File: src/rtl/axi_lite_to_ipif_pkg.sv
// Shared types and constants for the AXI4-Lite to IPIF bridge.
package nf10_ipif_pkg;

  typedef enum logic [2:0] {
    ST_IDLE,
    ST_WR_BUS,
    ST_RD_BUS,
    ST_WR_RESP,
    ST_RD_RESP
  } state_e;

  localparam logic [1:0]  AXI_RESP_OKAY   = 2'b00;
  localparam logic [1:0]  AXI_RESP_SLVERR = 2'b10;
  localparam logic [1:0]  AXI_RESP_DECERR = 2'b11;
  localparam logic [31:0] DEAD_BEEF       = 32'hDEAD_BEEF;

endpackage

File: src/rtl/axi_lite_to_ipif_if.sv
// AXI4-Lite slave channels plus IPIF request/completion signals of the bridge.
interface axi_lite_to_ipif_if #(
  parameter int unsigned DATA_W = 32,
  parameter int unsigned ADDR_W = 32
);
  logic [ADDR_W-1:0]   s_axi_awaddr;
  logic                s_axi_awvalid;
  logic                s_axi_awready;
  logic [DATA_W-1:0]   s_axi_wdata;
  logic [DATA_W/8-1:0] s_axi_wstrb;
  logic                s_axi_wvalid;
  logic                s_axi_wready;
  logic [1:0]          s_axi_bresp;
  logic                s_axi_bvalid;
  logic                s_axi_bready;
  logic [ADDR_W-1:0]   s_axi_araddr;
  logic                s_axi_arvalid;
  logic                s_axi_arready;
  logic [DATA_W-1:0]   s_axi_rdata;
  logic [1:0]          s_axi_rresp;
  logic                s_axi_rvalid;
  logic                s_axi_rready;
  logic [ADDR_W-1:0]   bus2ip_addr;
  logic                bus2ip_cs;
  logic                bus2ip_rnw;
  logic [DATA_W-1:0]   bus2ip_data;
  logic [DATA_W/8-1:0] bus2ip_be;
  logic [DATA_W-1:0]   ip2bus_data;
  logic                ip2bus_rdack;
  logic                ip2bus_wrack;
  logic                ip2bus_error;

  // Bridge view: AXI slave on one side, IPIF master on the other.
  modport slave (
    input  s_axi_awaddr, s_axi_awvalid, s_axi_wdata, s_axi_wstrb, s_axi_wvalid,
           s_axi_bready, s_axi_araddr, s_axi_arvalid, s_axi_rready,
           ip2bus_data, ip2bus_rdack, ip2bus_wrack, ip2bus_error,
    output s_axi_awready, s_axi_wready, s_axi_bresp, s_axi_bvalid,
           s_axi_arready, s_axi_rdata, s_axi_rresp, s_axi_rvalid,
           bus2ip_addr, bus2ip_cs, bus2ip_rnw, bus2ip_data, bus2ip_be
  );

  modport master (
    output s_axi_awaddr, s_axi_awvalid, s_axi_wdata, s_axi_wstrb, s_axi_wvalid,
           s_axi_bready, s_axi_araddr, s_axi_arvalid, s_axi_rready,
           ip2bus_data, ip2bus_rdack, ip2bus_wrack, ip2bus_error,
    input  s_axi_awready, s_axi_wready, s_axi_bresp, s_axi_bvalid,
           s_axi_arready, s_axi_rdata, s_axi_rresp, s_axi_rvalid,
           bus2ip_addr, bus2ip_cs, bus2ip_rnw, bus2ip_data, bus2ip_be
  );
endinterface

File: src/rtl/axi_lite_to_ipif_ack_timer.sv
// Clearable cycle counter flagging when an IPIF ack wait has run its full budget.
module ipif_ack_timer #(
  parameter int unsigned C_TIMEOUT_CYCLES = 64
) (
  input  logic clk_i,
  input  logic rst_i,
  input  logic clr_i,
  output logic expired_o
);
  localparam int unsigned CW = $clog2(C_TIMEOUT_CYCLES + 1);

  logic [CW-1:0] cnt_q, cnt_d;

  always_comb begin
    cnt_d = clr_i ? '0 : cnt_q + 1'b1;
  end

  always_ff @(posedge clk_i or posedge rst_i) begin
    if (rst_i) cnt_q <= '0;
    else       cnt_q <= cnt_d;
  end

  assign expired_o = (cnt_q == CW'(C_TIMEOUT_CYCLES - 1));
endmodule

File: src/rtl/axi_lite_to_ipif.sv
// AXI4-Lite slave to IPIF master bridge, one transaction at a time.
// Optional ack timeout enabled by defining IPIF_TIMEOUT_EN.
module axi_lite_to_ipif
  import nf10_ipif_pkg::*;
#(
  parameter int unsigned C_S_AXI_DATA_WIDTH = 32,
  parameter int unsigned C_S_AXI_ADDR_WIDTH = 32,
  parameter logic [C_S_AXI_ADDR_WIDTH-1:0] C_BASEADDR = 32'hFFFF_FFFF,
  parameter logic [C_S_AXI_ADDR_WIDTH-1:0] C_HIGHADDR = 32'h0000_0000,
  parameter int unsigned C_TIMEOUT_CYCLES   = 64
) (
  input  logic               s_axi_aclk,
  input  logic               s_axi_areset,
  axi_lite_to_ipif_if.slave  io
);
  localparam int unsigned DW = C_S_AXI_DATA_WIDTH;
  localparam int unsigned AW = C_S_AXI_ADDR_WIDTH;
  localparam int unsigned BW = DW / 8;

  state_e          state_q, state_d;
  logic            last_wr_q, last_wr_d;
  logic            bvalid_q, bvalid_d, rvalid_q, rvalid_d;
  logic [1:0]      bresp_q, bresp_d, rresp_q, rresp_d;
  logic [DW-1:0]   rdata_q, rdata_d;
  logic            cs_q, cs_d, rnw_q, rnw_d;
  logic [AW-1:0]   addr_q, addr_d;
  logic [DW-1:0]   data_q, data_d;
  logic [BW-1:0]   be_q, be_d;
  logic            grant_rd, grant_wr, timeout;

  function automatic logic in_range(input logic [AW-1:0] a);
    return (a >= C_BASEADDR) && (a <= C_HIGHADDR);
  endfunction

`ifdef IPIF_TIMEOUT_EN
  logic tmr_clr;
  assign tmr_clr = !((state_q == ST_WR_BUS) || (state_q == ST_RD_BUS));

  ipif_ack_timer #(.C_TIMEOUT_CYCLES(C_TIMEOUT_CYCLES)) u_ack_timer (
    .clk_i     (s_axi_aclk),
    .rst_i     (s_axi_areset),
    .clr_i     (tmr_clr),
    .expired_o (timeout)
  );
`else
  assign timeout = 1'b0;
`endif

  // Readies are combinational so the handshake lands in the decision cycle;
  // they are masked during reset so nothing is accepted while held.
  always_comb begin
    grant_rd = !s_axi_areset && (state_q == ST_IDLE) && io.s_axi_arvalid &&
               (!(io.s_axi_awvalid && io.s_axi_wvalid) || last_wr_q);
    grant_wr = !s_axi_areset && (state_q == ST_IDLE) && !grant_rd &&
               io.s_axi_awvalid && io.s_axi_wvalid;
  end

  always_comb begin
    state_d   = state_q;
    last_wr_d = last_wr_q;
    bvalid_d  = bvalid_q;
    rvalid_d  = rvalid_q;
    bresp_d   = bresp_q;
    rresp_d   = rresp_q;
    rdata_d   = rdata_q;
    cs_d      = cs_q;
    rnw_d     = rnw_q;
    addr_d    = addr_q;
    data_d    = data_q;
    be_d      = be_q;
    unique case (state_q)
      ST_IDLE: begin
        if (grant_rd) begin
          last_wr_d = 1'b0;
          addr_d    = io.s_axi_araddr;
          rnw_d     = 1'b1;
          be_d      = '1;
          if (in_range(io.s_axi_araddr)) begin
            cs_d    = 1'b1;
            state_d = ST_RD_BUS;
          end else begin
            rresp_d  = AXI_RESP_DECERR;
            rdata_d  = '0;
            rvalid_d = 1'b1;
            state_d  = ST_RD_RESP;
          end
        end else if (grant_wr) begin
          last_wr_d = 1'b1;
          addr_d    = io.s_axi_awaddr;
          data_d    = io.s_axi_wdata;
          be_d      = io.s_axi_wstrb;
          rnw_d     = 1'b0;
          if (in_range(io.s_axi_awaddr)) begin
            cs_d    = 1'b1;
            state_d = ST_WR_BUS;
          end else begin
            bresp_d  = AXI_RESP_DECERR;
            bvalid_d = 1'b1;
            state_d  = ST_WR_RESP;
          end
        end
      end
      ST_WR_BUS: begin
        if (io.ip2bus_wrack || timeout) begin
          cs_d     = 1'b0;
          bvalid_d = 1'b1;
          bresp_d  = (!io.ip2bus_wrack || io.ip2bus_error) ? AXI_RESP_SLVERR : AXI_RESP_OKAY;
          state_d  = ST_WR_RESP;
        end
      end
      ST_RD_BUS: begin
        if (io.ip2bus_rdack || timeout) begin
          cs_d     = 1'b0;
          rvalid_d = 1'b1;
          rdata_d  = io.ip2bus_rdack ? io.ip2bus_data : DW'(DEAD_BEEF);
          rresp_d  = (!io.ip2bus_rdack || io.ip2bus_error) ? AXI_RESP_SLVERR : AXI_RESP_OKAY;
          state_d  = ST_RD_RESP;
        end
      end
      ST_WR_RESP: begin
        if (io.s_axi_bready) begin
          bvalid_d = 1'b0;
          state_d  = ST_IDLE;
        end
      end
      ST_RD_RESP: begin
        if (io.s_axi_rready) begin
          rvalid_d = 1'b0;
          state_d  = ST_IDLE;
        end
      end
      default: state_d = ST_IDLE;
    endcase
  end

  always_ff @(posedge s_axi_aclk or posedge s_axi_areset) begin
    if (s_axi_areset) begin
      state_q   <= ST_IDLE;
      last_wr_q <= 1'b1;
      bvalid_q  <= 1'b0;
      rvalid_q  <= 1'b0;
      bresp_q   <= '0;
      rresp_q   <= '0;
      rdata_q   <= '0;
      cs_q      <= 1'b0;
      rnw_q     <= 1'b1;
      addr_q    <= '0;
      data_q    <= '0;
      be_q      <= '0;
    end else begin
      state_q   <= state_d;
      last_wr_q <= last_wr_d;
      bvalid_q  <= bvalid_d;
      rvalid_q  <= rvalid_d;
      bresp_q   <= bresp_d;
      rresp_q   <= rresp_d;
      rdata_q   <= rdata_d;
      cs_q      <= cs_d;
      rnw_q     <= rnw_d;
      addr_q    <= addr_d;
      data_q    <= data_d;
      be_q      <= be_d;
    end
  end

  assign io.s_axi_arready = grant_rd;
  assign io.s_axi_awready = grant_wr;
  assign io.s_axi_wready  = grant_wr;
  assign io.s_axi_bvalid  = bvalid_q;
  assign io.s_axi_bresp   = bresp_q;
  assign io.s_axi_rvalid  = rvalid_q;
  assign io.s_axi_rresp   = rresp_q;
  assign io.s_axi_rdata   = rdata_q;
  assign io.bus2ip_cs     = cs_q;
  assign io.bus2ip_rnw    = rnw_q;
  assign io.bus2ip_addr   = addr_q;
  assign io.bus2ip_data   = data_q;
  assign io.bus2ip_be     = be_q;
endmodule

File: src/flat_wrapper.sv
// flat-port wrapper written by rule: the top's interface ports become plain ports
module axi_lite_to_ipif_flat import nf10_ipif_pkg::*;
#(
  parameter int unsigned C_S_AXI_DATA_WIDTH = 32,
  parameter int unsigned C_S_AXI_ADDR_WIDTH = 32,
  parameter logic [C_S_AXI_ADDR_WIDTH-1:0] C_BASEADDR = 32'hFFFF_FFFF,
  parameter logic [C_S_AXI_ADDR_WIDTH-1:0] C_HIGHADDR = 32'h0000_0000,
  parameter int unsigned C_TIMEOUT_CYCLES   = 64
)
  (s_axi_aclk, s_axi_areset, io_s_axi_awaddr, io_s_axi_awvalid, io_s_axi_wdata, io_s_axi_wstrb, io_s_axi_wvalid, io_s_axi_bready, io_s_axi_araddr, io_s_axi_arvalid, io_s_axi_rready, io_ip2bus_data, io_ip2bus_rdack, io_ip2bus_wrack, io_ip2bus_error, io_s_axi_awready, io_s_axi_wready, io_s_axi_bresp, io_s_axi_bvalid, io_s_axi_arready, io_s_axi_rdata, io_s_axi_rresp, io_s_axi_rvalid, io_bus2ip_addr, io_bus2ip_cs, io_bus2ip_rnw, io_bus2ip_data, io_bus2ip_be);
  axi_lite_to_ipif_if #(.DATA_W(32), .ADDR_W(32)) io_i ();
  input  logic s_axi_aclk;
  input  logic s_axi_areset;
  input wire logic [$bits(io_i.s_axi_awaddr)-1:0] io_s_axi_awaddr;
  input wire logic [$bits(io_i.s_axi_awvalid)-1:0] io_s_axi_awvalid;
  input wire logic [$bits(io_i.s_axi_wdata)-1:0] io_s_axi_wdata;
  input wire logic [$bits(io_i.s_axi_wstrb)-1:0] io_s_axi_wstrb;
  input wire logic [$bits(io_i.s_axi_wvalid)-1:0] io_s_axi_wvalid;
  input wire logic [$bits(io_i.s_axi_bready)-1:0] io_s_axi_bready;
  input wire logic [$bits(io_i.s_axi_araddr)-1:0] io_s_axi_araddr;
  input wire logic [$bits(io_i.s_axi_arvalid)-1:0] io_s_axi_arvalid;
  input wire logic [$bits(io_i.s_axi_rready)-1:0] io_s_axi_rready;
  input wire logic [$bits(io_i.ip2bus_data)-1:0] io_ip2bus_data;
  input wire logic [$bits(io_i.ip2bus_rdack)-1:0] io_ip2bus_rdack;
  input wire logic [$bits(io_i.ip2bus_wrack)-1:0] io_ip2bus_wrack;
  input wire logic [$bits(io_i.ip2bus_error)-1:0] io_ip2bus_error;
  output wire logic [$bits(io_i.s_axi_awready)-1:0] io_s_axi_awready;
  output wire logic [$bits(io_i.s_axi_wready)-1:0] io_s_axi_wready;
  output wire logic [$bits(io_i.s_axi_bresp)-1:0] io_s_axi_bresp;
  output wire logic [$bits(io_i.s_axi_bvalid)-1:0] io_s_axi_bvalid;
  output wire logic [$bits(io_i.s_axi_arready)-1:0] io_s_axi_arready;
  output wire logic [$bits(io_i.s_axi_rdata)-1:0] io_s_axi_rdata;
  output wire logic [$bits(io_i.s_axi_rresp)-1:0] io_s_axi_rresp;
  output wire logic [$bits(io_i.s_axi_rvalid)-1:0] io_s_axi_rvalid;
  output wire logic [$bits(io_i.bus2ip_addr)-1:0] io_bus2ip_addr;
  output wire logic [$bits(io_i.bus2ip_cs)-1:0] io_bus2ip_cs;
  output wire logic [$bits(io_i.bus2ip_rnw)-1:0] io_bus2ip_rnw;
  output wire logic [$bits(io_i.bus2ip_data)-1:0] io_bus2ip_data;
  output wire logic [$bits(io_i.bus2ip_be)-1:0] io_bus2ip_be;
  assign io_i.s_axi_awaddr = io_s_axi_awaddr;
  assign io_i.s_axi_awvalid = io_s_axi_awvalid;
  assign io_i.s_axi_wdata = io_s_axi_wdata;
  assign io_i.s_axi_wstrb = io_s_axi_wstrb;
  assign io_i.s_axi_wvalid = io_s_axi_wvalid;
  assign io_i.s_axi_bready = io_s_axi_bready;
  assign io_i.s_axi_araddr = io_s_axi_araddr;
  assign io_i.s_axi_arvalid = io_s_axi_arvalid;
  assign io_i.s_axi_rready = io_s_axi_rready;
  assign io_i.ip2bus_data = io_ip2bus_data;
  assign io_i.ip2bus_rdack = io_ip2bus_rdack;
  assign io_i.ip2bus_wrack = io_ip2bus_wrack;
  assign io_i.ip2bus_error = io_ip2bus_error;
  assign io_s_axi_awready = io_i.s_axi_awready;
  assign io_s_axi_wready = io_i.s_axi_wready;
  assign io_s_axi_bresp = io_i.s_axi_bresp;
  assign io_s_axi_bvalid = io_i.s_axi_bvalid;
  assign io_s_axi_arready = io_i.s_axi_arready;
  assign io_s_axi_rdata = io_i.s_axi_rdata;
  assign io_s_axi_rresp = io_i.s_axi_rresp;
  assign io_s_axi_rvalid = io_i.s_axi_rvalid;
  assign io_bus2ip_addr = io_i.bus2ip_addr;
  assign io_bus2ip_cs = io_i.bus2ip_cs;
  assign io_bus2ip_rnw = io_i.bus2ip_rnw;
  assign io_bus2ip_data = io_i.bus2ip_data;
  assign io_bus2ip_be = io_i.bus2ip_be;
  axi_lite_to_ipif #(.C_S_AXI_DATA_WIDTH(C_S_AXI_DATA_WIDTH), .C_S_AXI_ADDR_WIDTH(C_S_AXI_ADDR_WIDTH), .C_BASEADDR(C_BASEADDR), .C_HIGHADDR(C_HIGHADDR), .C_TIMEOUT_CYCLES(C_TIMEOUT_CYCLES)) u_core (.s_axi_aclk(s_axi_aclk), .s_axi_areset(s_axi_areset), .io(io_i));
endmodule
File: config.mk
export PLATFORM = sky130hd
export DESIGN_NAME = axi_lite_to_ipif_flat
export DESIGN_NICKNAME = d
export VERILOG_FILES = /design/src/rtl/axi_lite_to_ipif_pkg.sv /design/src/rtl/axi_lite_to_ipif_if.sv /design/src/rtl/axi_lite_to_ipif_ack_timer.sv /design/src/rtl/axi_lite_to_ipif.sv /design/src/flat_wrapper.sv
export SDC_FILE = /design/constraint.sdc
export NUM_CORES = 1
export LEC_CHECK = 0
export BUFFER_PORTS_ARGS = -buffer_cell sky130_fd_sc_hd__buf_2
export CAP_MARGIN = 5
export CORE_MARGIN = 4
export CORE_UTILIZATION = 30
export DETAILED_ROUTE_END_ITERATION = 10
export PLACE_DENSITY = 0.7
export SETUP_SLACK_MARGIN = 0.3
export SKIP_CTS_REPAIR_TIMING = 1
export SYNTH_ARGS = -nofsm -noshare
export SYNTH_HDL_FRONTEND = slang
export SYNTH_SLANG_ARGS = --single-unit
File: constraint.sdc
create_clock -name s_axi_aclk -period 6.6 [get_ports s_axi_aclk]
set_clock_uncertainty 0.1 [all_clocks]
set_input_delay 0.99 -clock s_axi_aclk [delete_from_list [all_inputs] [get_ports s_axi_aclk]]
set_output_delay 0.99 -clock s_axi_aclk [all_outputs]
set_load 0.005 [all_outputs]
# Word level (Yosys, flattened, before mapping)
# Cells that the tools add are included.
word_totals:
  input_bits: 142
  out_inout_bits: 111
  reg_bits: 112
  word_cells: 115
op_classes:
  n_bitwise: 1
  eq_ne: 16
  mux: 50
  reduce_logical: 32
  n_lt_le_gt_ge: 4
op_table:
  columns: ["op", "count"]
  rows:
  - ["32-bit two-way mux", 5]
  - ["32-bit >= comparator (second input constant)", 2]
  - ["32-bit by 1-bit <= comparator with 1-bit output (second input constant)", 2]
  - ["32-bit case mux with 2 select lines", 1]
  - ["3-bit two-way mux", 7]
  - ["2-bit two-way mux", 10]
  - ["1-bit two-way mux", 19]
  - ["2-bit != test (second input constant)", 9]
  - ["3-bit case mux with 5 select lines", 1]
  - ["5-bit AND reduction", 3]
  - ["6-bit AND reduction", 2]
  - ["1-bit logical AND", 9]
  - ["3-bit != test (second input constant)", 3]
  - ["1-bit case mux with 3 select lines", 3]
  - ["3-bit nonzero test", 3]
  - ["4-bit two-way mux", 2]
  - ["2-bit case mux with 2 select lines", 2]
  - ["3-bit by 2-bit == test with 1-bit output (second input constant)", 2]
  - ["2-bit nonzero test", 3]
  - ["1-bit logical NOT", 5]
  - ["4-bit AND reduction", 1]
  - ["3-bit by 1-bit == test with 1-bit output (second input constant)", 1]
  - ["3-bit == test (second input constant)", 1]
  - ["3-bit logical NOT", 1]
  - ["4 further kinds", 6]

# Depth between registers and ports, before layout
depth:
  depth_word: 11
  mapped_depth: 6
  mapped_depth_nobuf: 4

# Worst setup path before layout
# OpenSTA, ideal clock, no wires.
synth_timing:
  path_kind: "input -> output"
  start: "input port s_axi_areset"
  end: "output port io_s_axi_wready"
  setup_slack_ns: 3.474
  t_arrival_ns: 2.036
  n_path_buf: 3
  path_stages: 6
  required_time_ns: 5.510
  cell_sequence: "nor4_4 > nand3_4 > inv_2 > buf_6 > buf_4 > buf_4"
synth_between:
  elab_chain_len: 8
synth_lines:
  columns: ["item", "line", "source"]
  rows:
  - ["start: declaration", "flat_wrapper.sv:13", "input logic s_axi_areset;"]
  - ["1-bit logical NOT (*)", "axi_lite_to_ipif.sv:52, axi_lite_to_ipif.sv:54", null]
  - ["1-bit logical AND (*)", "axi_lite_to_ipif.sv:52, axi_lite_to_ipif.sv:54", null]
  - ["1-bit logical AND (2 in series)", "axi_lite_to_ipif.sv:52", "grant_rd = !s_axi_areset && (state_q == ST_IDLE) && io.s_axi_arvalid &&"]
  - ["1-bit logical NOT", "axi_lite_to_ipif.sv:54", "grant_wr = !s_axi_areset && (state_q == ST_IDLE) && !grant_rd &&"]
  - ["1-bit logical AND (*) (2 in series)", "axi_lite_to_ipif.sv:54", null]
  - ["1-bit logical AND (*)", "axi_lite_to_ipif.sv:55", "io.s_axi_awvalid && io.s_axi_wvalid;"]
  - ["end: declaration", "flat_wrapper.sv:28", "output wire logic [$bits(io_i.s_axi_wready)-1:0] io_s_axi_wready;"]
# Every way passes the cells marked *; elsewhere a longest branch is shown, timed or not.

# Worst setup path after layout
# Ends and elaborated chain as after synthesis.

==> impl_metrics.py <==
metrics = {
    "timing": {
        "fin_crit_sh_pct": 49.13,
        "relSlewSlack_pct": 32.89,
        "fin_crit_ns": 3.243,
        "rsz0062_at_grt": "no",
        "setup-tns-final_ns": 0,
        "slew_violations": 0,
        "report.final.hold_viol_count": 0,
        "setup_violations": 0,
        "fin_ws_ns": 3.357,
        "fmax_mhz": 308.4,
        "worst_pin_slew_ns": 1.007,
        "holdWs_ns": 0.3766,
    },
    "finish": {
        "n_fill_cell": 1510,
        "finalInstanceArea_sq_um": 6324,
        "seq_area_sq_um": 2805,
        "syn2layout_area_growth_pct": 35.53,
        "fin_util_pct": 41.60,
        "multi_input_comb_area_sq_um": 1675,
        "num_antenna_cells": 0,
        "final_layout_size_suffix_gt1_share_pct": 49.13,
        "nets": 766,
        "layout.cells.non_filler": 817,
    },
    "place": {
        "preCtsSetupSlack_ns": 3.249,
        "gp_congestion": 0.7396,
        "dpl-instance-area_sq_um": 6043,
        "port_buffers": 252,
        "dp.cells": 801,
        "place_hpwl_mm": 9.646,
    },
    "run_status": {
        "status": "finished clean",
    },
    "grt": {
        "grt-ovfl-total": 0,
        "grt_pass1_vias": 4040,
        "grt_max_degree": 74,
        "grt_usage_pct": 15.01,
        "grt_pass1_wl_mm": 21.02,
        "met1_usage_pct": 19.00,
        "grt-busiest-layer": "met2",
        "use_met3_pct": 4.068,
        "grt_util_met2_pct": 23.82,
        "antenna_found_initial": 0,
    },
    "drt": {
        "drtIter0Drc": 174,
        "drc": 0,
        "ant_nets": 0,
        "post_drt_wl_per_cell_microns": 16.32,
        "num_vias": 3930,
        "first_pass_iters": 4,
        "via_per_inst": 4.810,
        "routed_wirelength_mm": 13.33,
    },
    "logic_synthesis": {
        "synth_common_cells": "110 x dfrtp_1, 70 x nand2_1, 34 x o21ai_0",
        "async_reset_ff_share_pct": 100.0,
        "yosys.area.top_type": "dfrtp_1",
        "syn-num-nets": 530,
        "synth.distinct_cells": 37,
        "synth_edf_count": 0,
        "yosysWarnings": 0,
        "synth_top_area_share_pct": 59.00,
        "synth.avg_cell_area_sq_um": 12.03,
        "ys_ff_latch": 112,
        "synth_ff_type": "dfrtp_1",
        "synth_area_sq_um": 4666,
        "synth.area.top_cells": "dfrtp_1 59%, a221o_1 6.9%, mux2_2 6.3%",
        "post-synth-top-count-cell": "dfrtp_1",
        "synth_seq_area_share_pct": 60.12,
        "netlist_instances": 388,
    },
    "worst_setup_path": {
        "crit_arrival_ns": 2.15,
        "cp_data_required_time_ns": 5.51,
        "path_max_fanout": 36,
        "worstSetupStartpointType": "input pin",
        "endpoint_kind": "output port",
        "critPathKind": "in -> out",
    },
    "power": {
        "leakage_nw": 3.159,
        "ir_drop_uv": 154.0,
        "total_power_mw": 2.543,
        "power.density_nw_per_um2": 402.1,
    },
    "floorplan": {
        "io_pins": 253,
        "die_h_microns": 132.7,
        "core_sq_um": 15200,
        "fp-row-count": 45,
        "dieArea_sq_um": 17610,
        "initial_utilization_pct": 30.69,
        "die_w_microns": 132.7,
    },
    "clocking": {
        "clk_pin_slew_ns": 0.07,
        "cts-buffers-inserted": 9,
        "clock-sinks": 112,
        "root_buffer": "clkbuf_16",
        "cts_tree": "built",
        "clockBufferDepth": 2,
        "clock_latency_ns": 0.35,
        "htreeDepth": 3,
    },
    "job": {
        "max_cap_violations": 0,
    },
    "worst_hold_path": {
        "hp-class": "reg -> reg",
    },
}
power breakdown:
| group | internal (mW) | total [mW] | leakage [nW] | switching (mW) |
|---|---|---|---|---|
| registers | 0.984 | 1.16 | 1.39 | 0.176 |
| logic | 0.471 | 0.858 | 1.63 | 0.388 |
| clock network | 0.261 | 0.524 | 0.138 | 0.263 |
| total | 1.72 | 2.54 | 3.16 | 0.827 |
sequential cells by signal, indices dropped and copies added (netlist names):
register,count
u_core.io.bus2ip_be,4
u_core.io.s_axi_rresp,2
u_core.io.bus2ip_cs,1
u_core.io.s_axi_bresp,2
u_core.io.s_axi_rvalid,1
u_core.io.bus2ip_rnw,1
u_core.io.bus2ip_data,32
u_core.io.s_axi_rdata,32
u_core.io.s_axi_bvalid,1
u_core.last_wr_q,1
u_core.io.bus2ip_addr,32
u_core.state_q,3
cell usage in the layout (no fill, tap or decap), types with 2 or more instances in the layout:
master / synthesis / routed
buf_4: 6 / 6
buf_2: 11 / 252
clkinv_2: 0 / 2
o21ai_0: 34 / 34
nand2_1: 70 / 70
dfstp_2: 2 / 2
and2_1: 3 / 3
o31ai_1: 2 / 2
dfrtp_1: 110 / 110
mux2_2: 26 / 26
a21boi_0: 33 / 33
nor2b_1: 2 / 2
o21a_1: 2 / 2
nor2_1: 5 / 5
mux2_1: 6 / 6
inv_6: 0 / 2
clkbuf_16: 0 / 9
a31oi_1: 2 / 2
o22a_1: 4 / 4
a21o_1: 3 / 3
a221o_1: 32 / 32
inv_1: 4 / 3
nand4bb_1: 2 / 2
cell type report:
type / count / area share [%]
sequential: 112 / 44.36
inverter: 5 / 0.3364
multi-input combinational: 238 / 26.49
clock buffer: 9 / 3.562
clock inverter: 7 / 0.8706
tap: 188 / 3.720
timing repair buffer: 258 / 20.66
path summary, 6_finish.rpt:
check,startpoint,end,slack [ns],cells after the start
worst min register to register,u_core.io.s_axi_rresp[0],u_core.io.s_axi_rresp[0],0.38,1
worst max-delay path,s_axi_areset,io_s_axi_wready,3.36,6
worst max register to register,u_core.state_q[0],u_core.io.bus2ip_data[16],3.75,6
worst min-delay path,u_core.io.s_axi_rresp[0],u_core.io.s_axi_rresp[0],0.38,1
max in group asynchronous,s_axi_areset,u_core.io.bus2ip_data[12],4.48,3
min in group asynchronous,s_axi_areset,u_core.state_q[0],0.60,2
worst max-delay path: stages:
cell	delay, ns
buf_2	0.14
nor4_4	0.20
buf_4	0.39
nand3_4	0.19
inv_2	0.12
buf_2	0.12
logic make-up after synthesis:
| kind of cell | share of synthesized area, % |
|---|---|
| AO/OA/AOI/OAI | 19.09 |
| buffers and inverters | 4.290 |
| flip-flops | 60.12 |
| multiplexers | 7.938 |
| AND/OR/NAND/NOR | 8.555 |
layer usage:
| metal | wire [microns] | share of wire, % |
|---|---|---|
| met1 | 5611 | 42 |
| met2 | 6257 | 47 |
| met3 | 1063 | 8.0 |
| met4 | 402 | 3.0 |
| met5 | 0 | 0 |
(Power assumes the default switching activity.)
